## config.mk

```make
export PLATFORM = sky130hd
export DESIGN_NAME = reed_conditioner
export DESIGN_NICKNAME = d
export VERILOG_FILES = /design/src/rtl/reed_conditioner.sv
export SDC_FILE = /design/constraint.sdc
export NUM_CORES = 1
export LEC_CHECK = 0
export BUFFER_PORTS_ARGS = -buffer_cell sky130_fd_sc_hd__buf_2
export CAP_MARGIN = 15
export CORE_UTILIZATION = 40
export CTS_CLUSTER_SIZE = 20
export DETAILED_ROUTE_END_ITERATION = 10
export GPL_TIMING_DRIVEN = 0
export PLACE_DENSITY = 0.6
export SLEW_MARGIN = 25
export SYNTH_ARGS = -nofsm -noshare
export SYNTH_HDL_FRONTEND = slang
export SYNTH_SLANG_ARGS = --single-unit
```

## constraint.sdc

```tcl
create_clock -name clock -period 3 [get_ports clock]
set_clock_uncertainty 0.1 [all_clocks]
set_input_delay 0.3 -clock clock [delete_from_list [all_inputs] [get_ports clock]]
set_output_delay 0.3 -clock clock [all_outputs]
set_load 0.01 [all_outputs]
```

## src/rtl/reed_conditioner.sv

```systemverilog
// Reed-switch front end: synchronise, debounce, one strobe per closure, glitch count, stall flag.
// Latency DEBOUNCE_CYCLES+2 edges raw-to-strobe; no backpressure, the strobe is fire-and-forget.
module reed_conditioner #(
  parameter int DEBOUNCE_CYCLES = 8,
  parameter int STALL_CYCLES    = 3000
) (
  input  logic       clock,
  input  logic       reset,
  input  logic       reed_raw,
  output logic       reed,
  output logic       reed_level,
  output logic       moving,
  output logic [7:0] glitch_count
);

  localparam int CW = $clog2(DEBOUNCE_CYCLES + 1);
  localparam int SW = $clog2(STALL_CYCLES);
  localparam logic [CW-1:0] CNT_LAST   = CW'(DEBOUNCE_CYCLES - 1);
  localparam logic [SW-1:0] STALL_LAST = SW'(STALL_CYCLES - 1);

  logic          s1_q, s1_d;
  logic          s2_q, s2_d;
  logic          level_q, level_d;
  logic          reed_q, reed_d;
  logic          moving_q, moving_d;
  logic [CW-1:0] cnt_q, cnt_d;
  logic [SW-1:0] stall_q, stall_d;
  logic [7:0]    glitch_q, glitch_d;
  logic          closure;

  always_comb begin
    s1_d     = reed_raw;
    s2_d     = s1_q;
    level_d  = level_q;
    cnt_d    = cnt_q;
    glitch_d = glitch_q;
    closure  = 1'b0;

    if (s2_q == level_q) begin
      // Input fell back before qualifying: that run was a bounce.
      if (cnt_q != '0) begin
        cnt_d = '0;
        if (glitch_q != 8'd255) glitch_d = glitch_q + 8'd1;
      end
    end else if (cnt_q == CNT_LAST) begin
      level_d = s2_q;
      cnt_d   = '0;
      closure = s2_q;
    end else begin
      cnt_d = cnt_q + CW'(1);
    end

    reed_d = closure;

    // A closure on the expiry edge takes priority and keeps moving asserted.
    moving_d = moving_q;
    stall_d  = '0;
    if (closure) begin
      moving_d = 1'b1;
    end else if (moving_q) begin
      if (stall_q == STALL_LAST) moving_d = 1'b0;
      else                       stall_d  = stall_q + SW'(1);
    end
  end

  always_ff @(posedge clock) begin
    if (!reset) begin
      s1_q     <= 1'b0;
      s2_q     <= 1'b0;
      level_q  <= 1'b0;
      reed_q   <= 1'b0;
      moving_q <= 1'b0;
      cnt_q    <= '0;
      stall_q  <= '0;
      glitch_q <= 8'd0;
    end else begin
      s1_q     <= s1_d;
      s2_q     <= s2_d;
      level_q  <= level_d;
      reed_q   <= reed_d;
      moving_q <= moving_d;
      cnt_q    <= cnt_d;
      stall_q  <= stall_d;
      glitch_q <= glitch_d;
    end
  end

  assign reed         = reed_q;
  assign reed_level   = level_q;
  assign moving       = moving_q;
  assign glitch_count = glitch_q;

endmodule

```

==> results.md, run 1 <==
* Number of CTS-inserted buffers at 5
* XOR/XNOR Fraction of Synth Area at 12.2%
* Area fraction in compound gates after synthesis at roughly a tenth
* Synth warn at 0
* Min Hold Slack at 0.0836 ns
* Die Wd at slightly below 60 um
* Reg2Reg Setup Slack at 1.17 ns
* Post-Synthesis Net Count at approximately 140
* Post-Synth Simple-Gate Area at 25.2%
* Crit. path cell count at 6
* Clock transition at path regs at 0.09 ns
* Remaining antenna violation count at 0
* Top cell type's share of synthesized area at approximately 45%
* Total gr overflow at 0
* #FFs+latches synth at 29
* Clock buffer depth at 2
* Gpl congestion at ~0.75
* Synth top area cells: dfxtp_1 (45%), xnor2_1 (7.4%), nor2_1 (4.3%)
* Max-slew headroom at 74.8%
* Initial antenna violation count at 0
* Vias in the first global route at 922
* P per Cell Area at 494 mW/mm2
* Largest net degree at the start of global routing at 11
* Largest family of logic cells by synthesized area: simple AND/OR/NAND/NOR gates
* Hold path depth at 2
* CTS tree: built
* CP endpoint kind: register
* Register area share after synthesis at between 40 and 50%
* Library cells used by synthesis at 34
* Max Clk Rate at 547 MHz
* Via-per-instance ratio at 4.89
* Met3 Track Usage GR at 8.30%
* Finished Core Util at 49.0%
* WP buf/inv at 1
* CP max-delay cell: o41ai_1
* Reg-to-Reg Start: stall_q[0]
* Crit path from: stall_q[0]
* CP Capture Point: stall_q[7]
* RR Endpoint: stall_q[7]
* Std-Cell Rows at 20
* Busiest grt layer: met2
* IO Count at 14
* Syn_area_per_cell at 9.65 um2
* Iter 0 DRT Violations at slightly below 70
* Worst-path maximum fanout at 10
* Hold Crit Class: in2reg
* Wirelength, routed at between 2000 and 2500 um
* Grt met1 use at between 15 and 20%
* FF-to-FF path depth at 6
* Post-route cell area at 0.00151 mm2
* Leak pwr at 0.521 nW
* Share of post-route cells with drive strength above 1 at between 10% and 20%
* Nets at 162
* Die height at around 60 um
* Clock Sinks at 29
* Worst endpoint required time at between 3 and 4 ns
* Peak VDD IR at approximately 360 uV
* Number of setup buffers added after CTS at 0
* Fillers at 301
* Setup TNS at 0 ns
* RSZ-0062 raised after global routing: no
* Slew Viols, Final at 0
* Post-CTS Hold Fix Bufs at 0
* Diodes inserted at 0
* Starting Density at 42.3%
* Max-Cap Viols at 0
* Worst Tran Pin Value at ~0.37 ns
* Status: complete, no violations
* Final Hold Vio Count at 0
* Vias at 978
* Post-DP HPWL at 1580 um
* CP arrival at 1.95 ns
* Tot GR Track Use at 15.4%
* CP Class: reg2reg
* Global-route wire length before repair at between 3000 and 4000 um
* Core area at 0.00308 mm2
* Clk Tree Root Cell: clkbuf_4
* Post-Synth Adder-Cell Area at 3.84%
* Average wire per standard cell at about 11 um
* Mux contribution to synthesized area at between 1.5 and 2%
* Drc violations at 0
* Die area at 0.00349 mm2
* I/O Buffers at 13
* Cell family contributing the most delay on the critical path: simple AND/OR/NAND/NOR gates
* Area growth syn-to-layout at 15.8%
* Register area at 581 um2
* Startpoint Class: register
* Final Critical Period at 1.83 ns
* CTS resizes at 0
* Worst path cell trace: ha_1, nand3_1, o41ai_1, or3b_4, buf_6, nor2_1
* Met2 GRT Util at 24.8%
* Area occupied by multi-input gates at about 680 um2
* Post-synthesis cell type with the largest combined area: dfxtp_1
* H-Tree Level Count at 2
* Placed inst area at about 0.0014 mm2
* Initial DRT Pass Iterations at 4
* Syn Std Cell Area at 0.00130 mm2
* Post-Synthesis Cells at 135
* Fin crit share at 60.9%
* Clock latency at the later pin of the worst-skew pair at about 0.32 ns
* Delay of the slowest critical-path stage at 0.43 ns
* Final setup violation count at 0
==> logic make-up (layout without fill, tap and decap cells) <==
group	Yosys count	after routing
simple gates	59	59
flops	29	29
compound gates	17	17
xor+xnor	16	16
buf+inv	8	29
fa+ha+maj	4	4
mux	2	2
==> power by group <==
group | switching (W) | total [W] | internal, W | leakage (nW)
Clock | 0.000133 | 0.000332 | 0.000199 | 0.0455
Sequential | 0.00000373 | 0.000392 | 0.000388 | 0.234
Combinational | 0.0000108 | 0.0000216 | 0.0000109 | 0.242
==> through the flow <==
step / std cells / worst slack (ns) / total power (W)
after floorplan: 135 / 1.31 / 0.000416
after global placement: 192 / 1.16 / 0.000422
after detailed placement: 192 / 1.16 / 0.000423
after CTS: 200 / 1.14 / 0.000759
after global routing: 200 / 0.936 / 0.000782
final: 200 / 1.17 / 0.000745
==> final cells by class <==
type | count | area share, %
clock buffer | 7 | 3.65
tap | 44 | 3.65
sequential | 29 | 38.5
inverter | 6 | 1.49
multi-input combinational | 98 | 45.4
buffer | 2 | 0.996
timing repair buffer | 13 | 4.32
clock inverter | 1 | 1.99
==> flip-flops by register name (all words and copies together) (netlist names) <==
signal / flops
stall_q: 12
glitch_count: 8
cnt_q: 4
moving: 1
reed: 1
reed_level: 1
s1_q: 1
s2_q: 1
==> worst min-delay path by stage <==
| stage | start | end | slack (ns) |
|---|---|---|---|
| 2_1_floorplan | s1_q | s2_q | 0.31 |
| 3_3_place_gp | s1_q | s2_q | 0.32 |
| 3_5_place_dp | s1_q | s2_q | 0.33 |
| 4_1_cts | reed_raw | s1_q | 0.07 |
| 5_1_grt | reed_raw | s1_q | 0.07 |
| 6_report | reed_raw | s1_q | 0.08 |
==> metal layers <==
layer | share of wire [%] | wire, um
met5 | 0 | 0
met3 | 4.9 | 108
met4 | 2.3 | 51
met2 | 48 | 1070
met1 | 45 | 986
==> cells in the final DEF, fill, tap and decap left out, drive strengths merged, types with 2 or more instances in the layout <==
master	instances
a21boi	5
buf	14
ha	4
inv	6
a21oi	2
dfxtp	29
o2111ai	2
nor3	5
mux2i	2
nand2	5
and3b	2
or3b	2
xnor2	12
nor2b	4
and2	6
nand4	2
xor2	4
nor2	15
or3	4
clkbuf	8
o21ai	4
nand3	10
==> cell usage after synthesis, drive strengths merged <==
| master | number |
|---|---|
| o31ai | 1 |
| o41ai | 1 |
| nand4bb | 1 |
| nand4 | 2 |
| o2111ai | 2 |
| nand3 | 10 |
| or4 | 1 |
| a21oi | 2 |
| or3b | 2 |
| or3 | 4 |
| a22oi | 1 |
| nor2 | 15 |
| ha | 4 |
| xor2 | 4 |
| inv | 6 |
| o211ai | 1 |
| nand2 | 5 |
| a21boi | 5 |
| and2 | 6 |
| nor3 | 5 |
| buf | 1 |
| nor4 | 1 |
| nor2b | 4 |
| mux2i | 2 |
| and3b | 2 |
| o21ai | 4 |
| xnor2 | 12 |
| clkbuf | 1 |
| and3 | 1 |
| dfxtp | 29 |
Power figures use the tool's default switching activity.
==> run 2: changes to the inputs <==
Clock period 3 ns to 1.9 ns, I/O delays scaled along.
==> run 2 against run 1 <==
  * Fmax rose by 2.6%
  * Power increased by 58%
  * First-iteration DRC count decreased by 32%
  * Die area did not move
  * Global-route usage is the same
  * Clock power rose by 58%
  * Largest power group unchanged
  * Critical path depth unchanged
  * Highest routed layer unchanged
  * Sequential share of layout area shrank 0.39 points
  * Clock-buffer cell count is the same
  * Critical path type unchanged
  * Final area increased by 1.2%
==> results.md, run 2 (synthesis gave the netlist of run 1 again) <==
* Status: complete, no violations
* Vias at 976
* Core area at 0.00308 mm2
* CP arrival at 1.93 ns
* Die area at 0.00349 mm2
* Hold Crit Endpoint: glitch_count[7]
* WP buf/inv at 1
* Delay of the slowest critical-path stage at roughly 0.42 ns
* RR Endpoint: glitch_count[6]
* Number of CTS-inserted buffers at 5
* Setup TNS at 0 ns
* Commonest non-fill, non-tap cell in the layout: dfxtp_1
* Clock buffer depth at 2
* Clock latency at the later pin of the worst-skew pair at ~0.32 ns
* Max-Cap Viols at 0
* CTS tree: built
* Share of post-route cells with drive strength above 1 at 19.7%
* Hold path depth at 2
* Peak VDD IR at 569 uV
* Global-route wire length before repair at 3840 um
* Max Clk Rate at between 500 and 600 MHz
* Finished Core Util at roughly 50%
* Leak pwr at 0.526 nW
* Startpoint Class: register
* P per Cell Area at 773 mW/mm2
* Max reg flops at 12
* Worst Tran Pin Value at 0.312 ns
* Average wire per standard cell at around 11 um
* RSZ-0062 raised after global routing: no
* Fin crit share at 93.7%
* Clk Tree Root Cell: clkbuf_4
* Worst path cell trace: inv_1, ha_1, or3b_2, o211ai_2, or4_1, a21boi_0
* Final setup violation count at 0
* Largest net degree at the start of global routing at 11
* Worst-path maximum fanout at 6
* Drc violations at 0
* Largest register by flop count: stall_q
* Cell family contributing the most delay on the critical path: simple AND/OR/NAND/NOR gates
* Hold Crit Class: in2reg
* Post-DP HPWL at 1580 um
* Nets at 163
* Gpl congestion at 0.754
* CP max-delay cell: or4_1
* Initial antenna violation count at 0
* Starting Density at between 40 and 50%
* Placed inst area at 0.00142 mm2
* Area growth syn-to-layout at 17.2%
* Origin of the worst min-delay path: reset
* I/O Buffers at 13
* Remaining antenna violation count at 0
* Final Hold Vio Count at 0
* Post-route cell area at 0.00153 mm2
* H-Tree Level Count at 2
* Tot GR Track Use at 15.4%
* Reg-to-Reg Start: cnt_q[1]
* Std-Cell Rows at 20
* Via-per-instance ratio at 4.86
* Reg2Reg Setup Slack at 0.12 ns
* Vias in the first global route at around 920
* CP Class: reg2reg
* IO Count at 14
* Final Critical Period at 1.78 ns
* Iter 0 DRT Violations at 46
* Wirelength, routed at approximately 2200 um
* Die Wd at 59.1 um
* Slew Viols, Final at 0
* Total gr overflow at 0
* Worst endpoint required time at ~2.1 ns
* Clock Sinks at 29
* CP endpoint kind: register
* Max-slew headroom at around 79%
* Clock transition at path regs at ~0.09 ns
* FF-to-FF path depth at 6
* Diodes inserted at 0
* Number of setup buffers added after CTS at 0
* Die height at 59.1 um
* Initial DRT Pass Iterations at 4
* Most frequent cells in the layout: dfxtp_1 (28), nor2_1 (15), buf_2 (13), xnor2_1 (11), nand3_1 (10)
## run 2: cell count changes in the layout (fill, tap and decap cells not counted), sizes merged
cell / before / now
dlygate4sd3: 0 / 1
## run 2: through the flow
stage | instances | setup WS (ns) | hold slack (ns) | total power [W]
after global routing | 201 | 0.00759 | 0.0573 | 0.00124
after floorplan | 135 | 0.208 | 0.217 | 0.000656
after CTS | 201 | 0.0389 | 0.0701 | 0.00120
after global placement | 192 | 0.0591 | 0.300 | 0.000666
after detailed placement | 192 | 0.0576 | 0.313 | 0.000668
final | 201 | 0.119 | 0.0768 | 0.00118
## run 2: power by group
part	switching, W	total [W]	internal (W)
combinational	0.0000172	0.0000357	0.0000185
clock	0.000212	0.000526	0.000314
sequential	0.00000589	0.000619	0.000613
total	0.000235	0.00118	0.000945
## run 2: worst max-delay path by stage
stage	cells past startpoint	startpoint	endpoint
2_1_floorplan	6	cnt_q[0]	stall_q[11]
3_3_place_gp	6	stall_q[0]	stall_q[9]
3_5_place_dp	6	stall_q[0]	stall_q[6]
4_1_cts	6	stall_q[0]	stall_q[8]
5_1_grt	6	cnt_q[0]	glitch_count[6]
6_report	6	cnt_q[1]	glitch_count[6]
## run 2: final cells by class
cell class,count,area [um2]
tap,44,55.1
clock buffer,7,55.1
buffer,2,15.0
timing repair buffer,14,75.1
inverter,6,22.5
fill,304,1550
clock inverter,1,30.0
multi-input combinational,98,692
sequential,29,582
## run 2: worst register-to-register path, cell delays in order (launching register included)
cell and delay [ns]:
dfxtp_1 0.38, inv_1 0.06, ha_1 0.16, or3b_2 0.25, o211ai_2 0.17, or4_1 0.42, a21boi_0 0.16
## run 2: layer usage
| metal | global-route usage [%] | wire, um |
|---|---|---|
| met1 | 16.1 | 999 |
| met2 | 24.8 | 1070 |
| met3 | 8.30 | 108 |
| met4 | 8.16 | 51 |
| met5 | 0 | 0 |
## run 2: what timing repair did
action                                  in CTS  in global routing
resized for setup                            0                  2
endpoints found under the setup margin       0                 11
hold endpoints to repair                     1                  0
hold buffers                                 1                  0
